**src/rtl/riscv_wb_pkg.sv**
```systemverilog
// riscv_wb_pkg: shared writeback-stage encodings (result source select, load funct3 codes)
package riscv_wb_pkg;
    typedef enum logic [1:0] {
        RES_ALU = 2'b00,
        RES_MEM = 2'b01,
        RES_PC4 = 2'b10,
        RES_CSR = 2'b11
    } result_src_e;

    localparam logic [2:0] F3_LB  = 3'b000;
    localparam logic [2:0] F3_LH  = 3'b001;
    localparam logic [2:0] F3_LW  = 3'b010;
    localparam logic [2:0] F3_LD  = 3'b011;
    localparam logic [2:0] F3_LBU = 3'b100;
    localparam logic [2:0] F3_LHU = 3'b101;
    localparam logic [2:0] F3_LWU = 3'b110;
endpackage

```
**src/rtl/load_align.sv**
```systemverilog
// load_align: extracts and sign/zero-extends sub-word load data.
//   data   : naturally aligned memory word/doubleword
//   offset : byte offset of the access (bit 2 only meaningful for XLEN=64)
//   funct3 : load type
//   ext    : aligned, extended result
module load_align
    import riscv_wb_pkg::*;
#(
    parameter int XLEN = 32
) (
    input  logic [XLEN-1:0] data,
    input  logic [2:0]      offset,
    input  logic [2:0]      funct3,
    output logic [XLEN-1:0] ext
);
    logic [2:0]  off;
    logic [7:0]  b;
    logic [15:0] h;
    logic [31:0] w;

    // Halfword/word selects drop the low offset bits, so misaligned offsets
    // land on the containing naturally aligned field. LD, reserved 111, and
    // on RV32 the LW/LD/LWU word all reduce to the full data word.
    always_comb begin
        off = XLEN == 64 ? offset : {1'b0, offset[1:0]};
        b   = 8'(data >> {off, 3'b000});
        h   = 16'(data >> {off[2:1], 4'b0000});
        w   = 32'(data >> {off[2], 5'b00000});
        ext = funct3 == F3_LB  ? XLEN'($signed(b)) :
              funct3 == F3_LBU ? XLEN'(b) :
              funct3 == F3_LH  ? XLEN'($signed(h)) :
              funct3 == F3_LHU ? XLEN'(h) :
              funct3 == F3_LW  ? XLEN'($signed(w)) :
              funct3 == F3_LWU ? XLEN'(w) :
                                 data;
    end
endmodule

```
**src/rtl/writeback_stage_p.sv**
```systemverilog
// writeback_stage_p: result select, load alignment and registered writeback toward the register file.
//   inputs : valid/stall/flush control, reg_write, result source, funct3,
//            ALU result, load data, PC+4, CSR data, rd
//   outputs: registered result, write enable, rd, valid, retired-instruction count
module writeback_stage_p
    import riscv_wb_pkg::*;
#(
    parameter int XLEN   = 32,
    parameter int REG_AW = 5,
    parameter int CNT_W  = 64
) (
    input  logic              clk,
    input  logic              rst,
    input  logic              valid_in,
    input  logic              stall_in,
    input  logic              flush_in,
    input  logic              reg_write_in,
    input  logic [1:0]        result_src_in,
    input  logic [2:0]        funct3_in,
    input  logic [XLEN-1:0]   alu_result_in,
    input  logic [XLEN-1:0]   read_data_in,
    input  logic [XLEN-1:0]   pc_plus4_in,
    input  logic [XLEN-1:0]   csr_data_in,
    input  logic [REG_AW-1:0] rd_in,
    output logic [XLEN-1:0]   result_out,
    output logic              reg_write_out,
    output logic [REG_AW-1:0] rd_out,
    output logic              valid_out,
    output logic [CNT_W-1:0]  instret_out
);
    logic [XLEN-1:0] load_val;
    logic [XLEN-1:0] result_d;
    logic            we_d;
    logic            retire;

    load_align #(.XLEN(XLEN)) u_align (
        .data   (read_data_in),
        .offset (alu_result_in[2:0]),
        .funct3 (funct3_in),
        .ext    (load_val)
    );

    always_comb begin
        result_d = result_src_in == RES_ALU ? alu_result_in :
                   result_src_in == RES_MEM ? load_val :
                   result_src_in == RES_PC4 ? pc_plus4_in :
                                              csr_data_in;
        // x0 is hardwired zero, so its write is suppressed but the slot still retires
        we_d     = reg_write_in & valid_in & (rd_in != '0);
        retire   = valid_in & ~stall_in & ~flush_in;
    end

    always_ff @(posedge clk) begin
        if (rst) begin
            result_out    <= '0;
            reg_write_out <= 1'b0;
            rd_out        <= '0;
            valid_out     <= 1'b0;
        end else if (flush_in) begin
            result_out    <= result_d;
            reg_write_out <= 1'b0;
            rd_out        <= rd_in;
            valid_out     <= 1'b0;
        end else if (!stall_in) begin
            result_out    <= result_d;
            reg_write_out <= we_d;
            rd_out        <= rd_in;
            valid_out     <= valid_in;
        end
    end

    always_ff @(posedge clk) begin
        if (rst)
            instret_out <= '0;
        else if (retire)
            instret_out <= instret_out + CNT_W'(1);
    end
endmodule

```
**config.mk**
```make
export PLATFORM = sky130hd
export DESIGN_NAME = writeback_stage_p
export DESIGN_NICKNAME = d
export VERILOG_FILES = /design/src/rtl/riscv_wb_pkg.sv /design/src/rtl/load_align.sv /design/src/rtl/writeback_stage_p.sv
export SDC_FILE = /design/constraint.sdc
export NUM_CORES = 1
export LEC_CHECK = 0
export ABC_CLOCK_PERIOD_IN_PS = 5000
export CORE_ASPECT_RATIO = 1.4
export CORE_UTILIZATION = 47
export DETAILED_ROUTE_END_ITERATION = 7
export PLACE_DENSITY = 0.87
export SLEW_MARGIN = 0
export SYNTH_ARGS = -nofsm -noshare
export SYNTH_HDL_FRONTEND = slang
export SYNTH_SLANG_ARGS = --single-unit
```
**constraint.sdc**
```tcl
create_clock -name clk -period 5 [get_ports clk]
set_input_delay 1 -clock clk [delete_from_list [all_inputs] [get_ports clk]]
set_output_delay 1 -clock clk [all_outputs]
set_load 0.05 [all_outputs]
```
==> parameters.txt <==
Parameter                              Value

Status
  Run status ... completed

STA
  Setup TNS ... 0 ps
  Period minus WS final ... between 3000 and 4000 ps
  Final worst clock skew ... 8.697 ps
  Final setup violation count ... 0
  Number of max-slew violations in the final report ... 0
  Final worst-path cycle share ... 65.00%
  Maximum operating frequency ... 307.7 MHz
  Headroom to the max-slew limit ... 30.21%
  Hold Slack ... 459.5 ps
  Unrepaired setup endpoints after global routing ... false
  Worst Tran Pin Value ... 1043 ps
  Final hold violations ... 0
  Worst-case setup margin in the final layout ... ~1800 ps

Clock network
  Post-cts repair resize count ... 0
  Root Buffer ... clkbuf_16
  Clock latency reported for the late side of the worst-skew pair ... 340 ps
  Hold buffer count at CTS ... 0
  Clock tree from TritonCTS ... yes
  Clock buffer depth ... 2
  Clock transition time at the flip-flop clock pins of the worst setup and hold paths ... 70 ps
  Setup Buffers After CTS ... 0
  CTS H-Tree Depth ... 3
  Number of buffers added by the clock tree synthesis step ... 9
  Clock sink count ... 103

Synth
  Count of state elements after synthesis ... 103
  Cell area after technology mapping ... 5812 um^2
  Fraction of synthesized cell area taken by the top area cell type ... 35.48%
  Post-synthesis cell type with the largest combined area ... dfxtp_1
  Sequential share of the synthesized area ... 35.48%
  Number of synthesized flops with an enable pin ... 0
  Number of unique standard cell types used by synthesis ... 49
  Proportion of register bits with asynchronous set or reset after synthesis ... 0%
  Number of synthesis warnings ... 0
  Most common flop cell mapped by yosys ... dfxtp_1
  Synth top area cells ... dfxtp_1 (35%), a21oi_1 (7.0%), nor2_1 (4.4%)
  Post-synthesis cell count ... between 700 and 800
  Syn Area/Cell ... 8.140 um^2
  Number of nets produced by synthesis ... 859

Routing
  First-iteration detailed-routing DRC count ... 345
  First-pass iteration count of the detailed router ... 5
  Routed Antenna Nets ... 0
  Detailed-route DRC error count ... 0
  Via-to-Cell Ratio ... 6.011
  Total wire length ... 19.71 mm
  Via count of the routed design ... 6510
  Post-DR wirelength/cell ... 18.20 um

Power and ir drop
  Power density relative to cell area ... 243.4 nW/um^2
  Reported net switching power ... a little under 600 uW
  Internal power of the cells ... 1.511 mW
  Clock network fraction of design power ... 36.8%
  Total leakage power ... 3.008 nW
  Switching Fraction ... between 20% and 30%
  Logic pwr share ... 22.2%
  Register share of total power ... 41.0%
  Peak supply drop ... 156.9 uV
  Overall power of the completed layout ... between 2 and 2.5 mW

Die
  Starting density of the core ... 48.68%
  I/O pins ... 247
  Height of the chip ... 133.6 um
  Die X ... approximately 96 um
  Die outline area ... 12820 um^2
  Placeable Area ... about 12000 um^2
  Standard-cell rows ... 47

Finish
  Diodes inserted ... 0
  Area growth from synthesis to layout ... 48.68%
  NumNets Final ... between 1000 and 1500
  Final core utilization ... 72.38%
  Proportion of layout cells with a drive suffix above 1 ... 4.915%

GRT
  Maximum number of pins on one net before global-route repair ... 90
  Overflow left after global routing ... 0
  Number of antenna violations at the first check in global routing ... 0
  First-pass GRT wire length ... 30.04 mm
  Vias in the first global route ... roughly 6000
  GRT Util Overall ... 30.30%

Critical path
  Slowest CP cell ... or4_1
  Max incr delay on CP ... around 630 ps
  Endpoint class of the critical path ... flip-flop
  Arrival @ worst endpoint ... 3520 ps
  Worst setup SP type ... input pin
  Cell-by-cell listing of the critical path ... clkdlybuf4s50_1, nand4b_1, nor4_1, nand4_1, or4_1, a21oi_1
  Biggest fanout along the worst timing path ... 17
  Required time of the critical path ... 5270 ps
  Critical Setup Path Class ... input pin to flip-flop

Min path
  Path class of the lowest-slack min-delay path ... flip-flop to flip-flop

Place
  Worst Setup Slack post-DPL ... about 1400 ps
  Port-buffer cells ... 246
  Final weighted congestion in routability-driven placement ... 0.9699
  Dpl hpwl ... roughly 15 mm

Job
  Count of max-cap constraint violations ... 0
cell usage after synthesis, types with 3 or more instances:
library cell,count
a22o_1,14
a21o_1,9
inv_1,17
nor2_1,68
o21ai_0,23
buf_1,4
a32o_1,14
nand2b_1,5
o31ai_1,12
nand2_1,64
nor4_1,6
a221oi_1,3
clkbuf_1,42
and4_1,3
mux2i_1,25
o311ai_0,5
a22oi_1,7
and3_1,4
buf_6,3
mux4_2,5
or3_1,24
a21oi_1,81
xnor2_1,8
nand4_1,27
nor2b_1,4
or4_1,13
mux2_2,4
a211oi_1,25
nor3_1,19
nand3_1,21
xor2_1,20
o221a_2,3
o221ai_1,11
dfxtp_1,103
layer usage:
| metal | up-vias | routed length, um | global-route usage [%] |
|---|---|---|---|
| met3 | 35 | 1621 | 5.936 |
| met1 | 3019 | 7209 | 34.02 |
| met5 | - | 0 | 0 |
| met2 | 341 | 10370 | 55.44 |
| li1 | 3115 | - | - |
| met4 | 0 | 509 | 10.12 |
state kept, by name, indices dropped and copies added, names as in the netlist:
signal and count:
valid_out 1, result_out 32, rd_out 5, reg_write_out 1
instret_out 64
kinds of logic after synthesis:
kind of cell    count (synthesis)  share of synthesized area [%]
fa+ha+maj                       1                         0.2153
flops                         103                          35.48
mux                            34                          7.018
compound gates                210                          24.33
xor+xnor                       28                          4.220
buf+inv                        67                          4.715
simple gates                  271                          24.03
worst max-delay path, delay by kind of cell:
kind	cells	cell delay (ps)
buf+inv	1	510
compound gates	1	150
simple gates	4	1850
through the flow:
stage          area (um^2)  instances
2_1_floorplan         5812        714
3_3_place_gp          8312       1067
3_5_place_dp          8312       1067
4_1_cts               8641       1083
5_1_grt               8641       1083
6_report              8641       1083
power groups by stage:
stage	clock network (mW)	logic [mW]	registers, mW
detailed placement	0	0.464	0.882
global placement	0	0.462	0.880
CTS	0.787	0.466	0.862
floorplan	0	0.151	0.974
global route	0.821	0.491	0.865
finish	0.775	0.466	0.863
layout make-up:
class | count | area [um^2]
Multi-Input combinational cell | 544 | 3478
Fill cell | 943 | 3297
Timing Repair Buffer | 255 | 2520
Sequential cell | 103 | 2062
Clock buffer | 9 | 225.2
Tap cell | 147 | 183.9
Clock inverter | 7 | 103.9
Inverter | 18 | 67.56
worst paths after layout:
| kind | cells past startpoint | slack [ps] | startpoint | to |
|---|---|---|---|---|
| min reg2reg | 2 | 460 | rd_out[0] | rd_out[0] |
| min | 2 | 460 | rd_out[0] | rd_out[0] |
| max | 6 | 1750 | flush_in | instret_out[60] |
| max reg2reg | 5 | 2150 | instret_out[4] | instret_out[60] |
cell usage in the layout (no fill, tap or decap), types with 12 or more instances in the layout:
| cell | n |
|---|---|
| o31ai_1 | 12 |
| nor2_1 | 68 |
| xor2_1 | 20 |
| inv_1 | 17 |
| mux2i_1 | 25 |
| a22o_1 | 14 |
| a211oi_1 | 25 |
| nand2_1 | 64 |
| dfxtp_1 | 103 |
| o21ai_0 | 23 |
| or3_1 | 24 |
| nand4_1 | 27 |
| a21oi_1 | 81 |
| clkdlybuf4s50_1 | 244 |
| a32o_1 | 14 |
| nand3_1 | 21 |
| or4_1 | 13 |
| nor3_1 | 19 |
No activity file was read; power rests on OpenSTA's default activity.
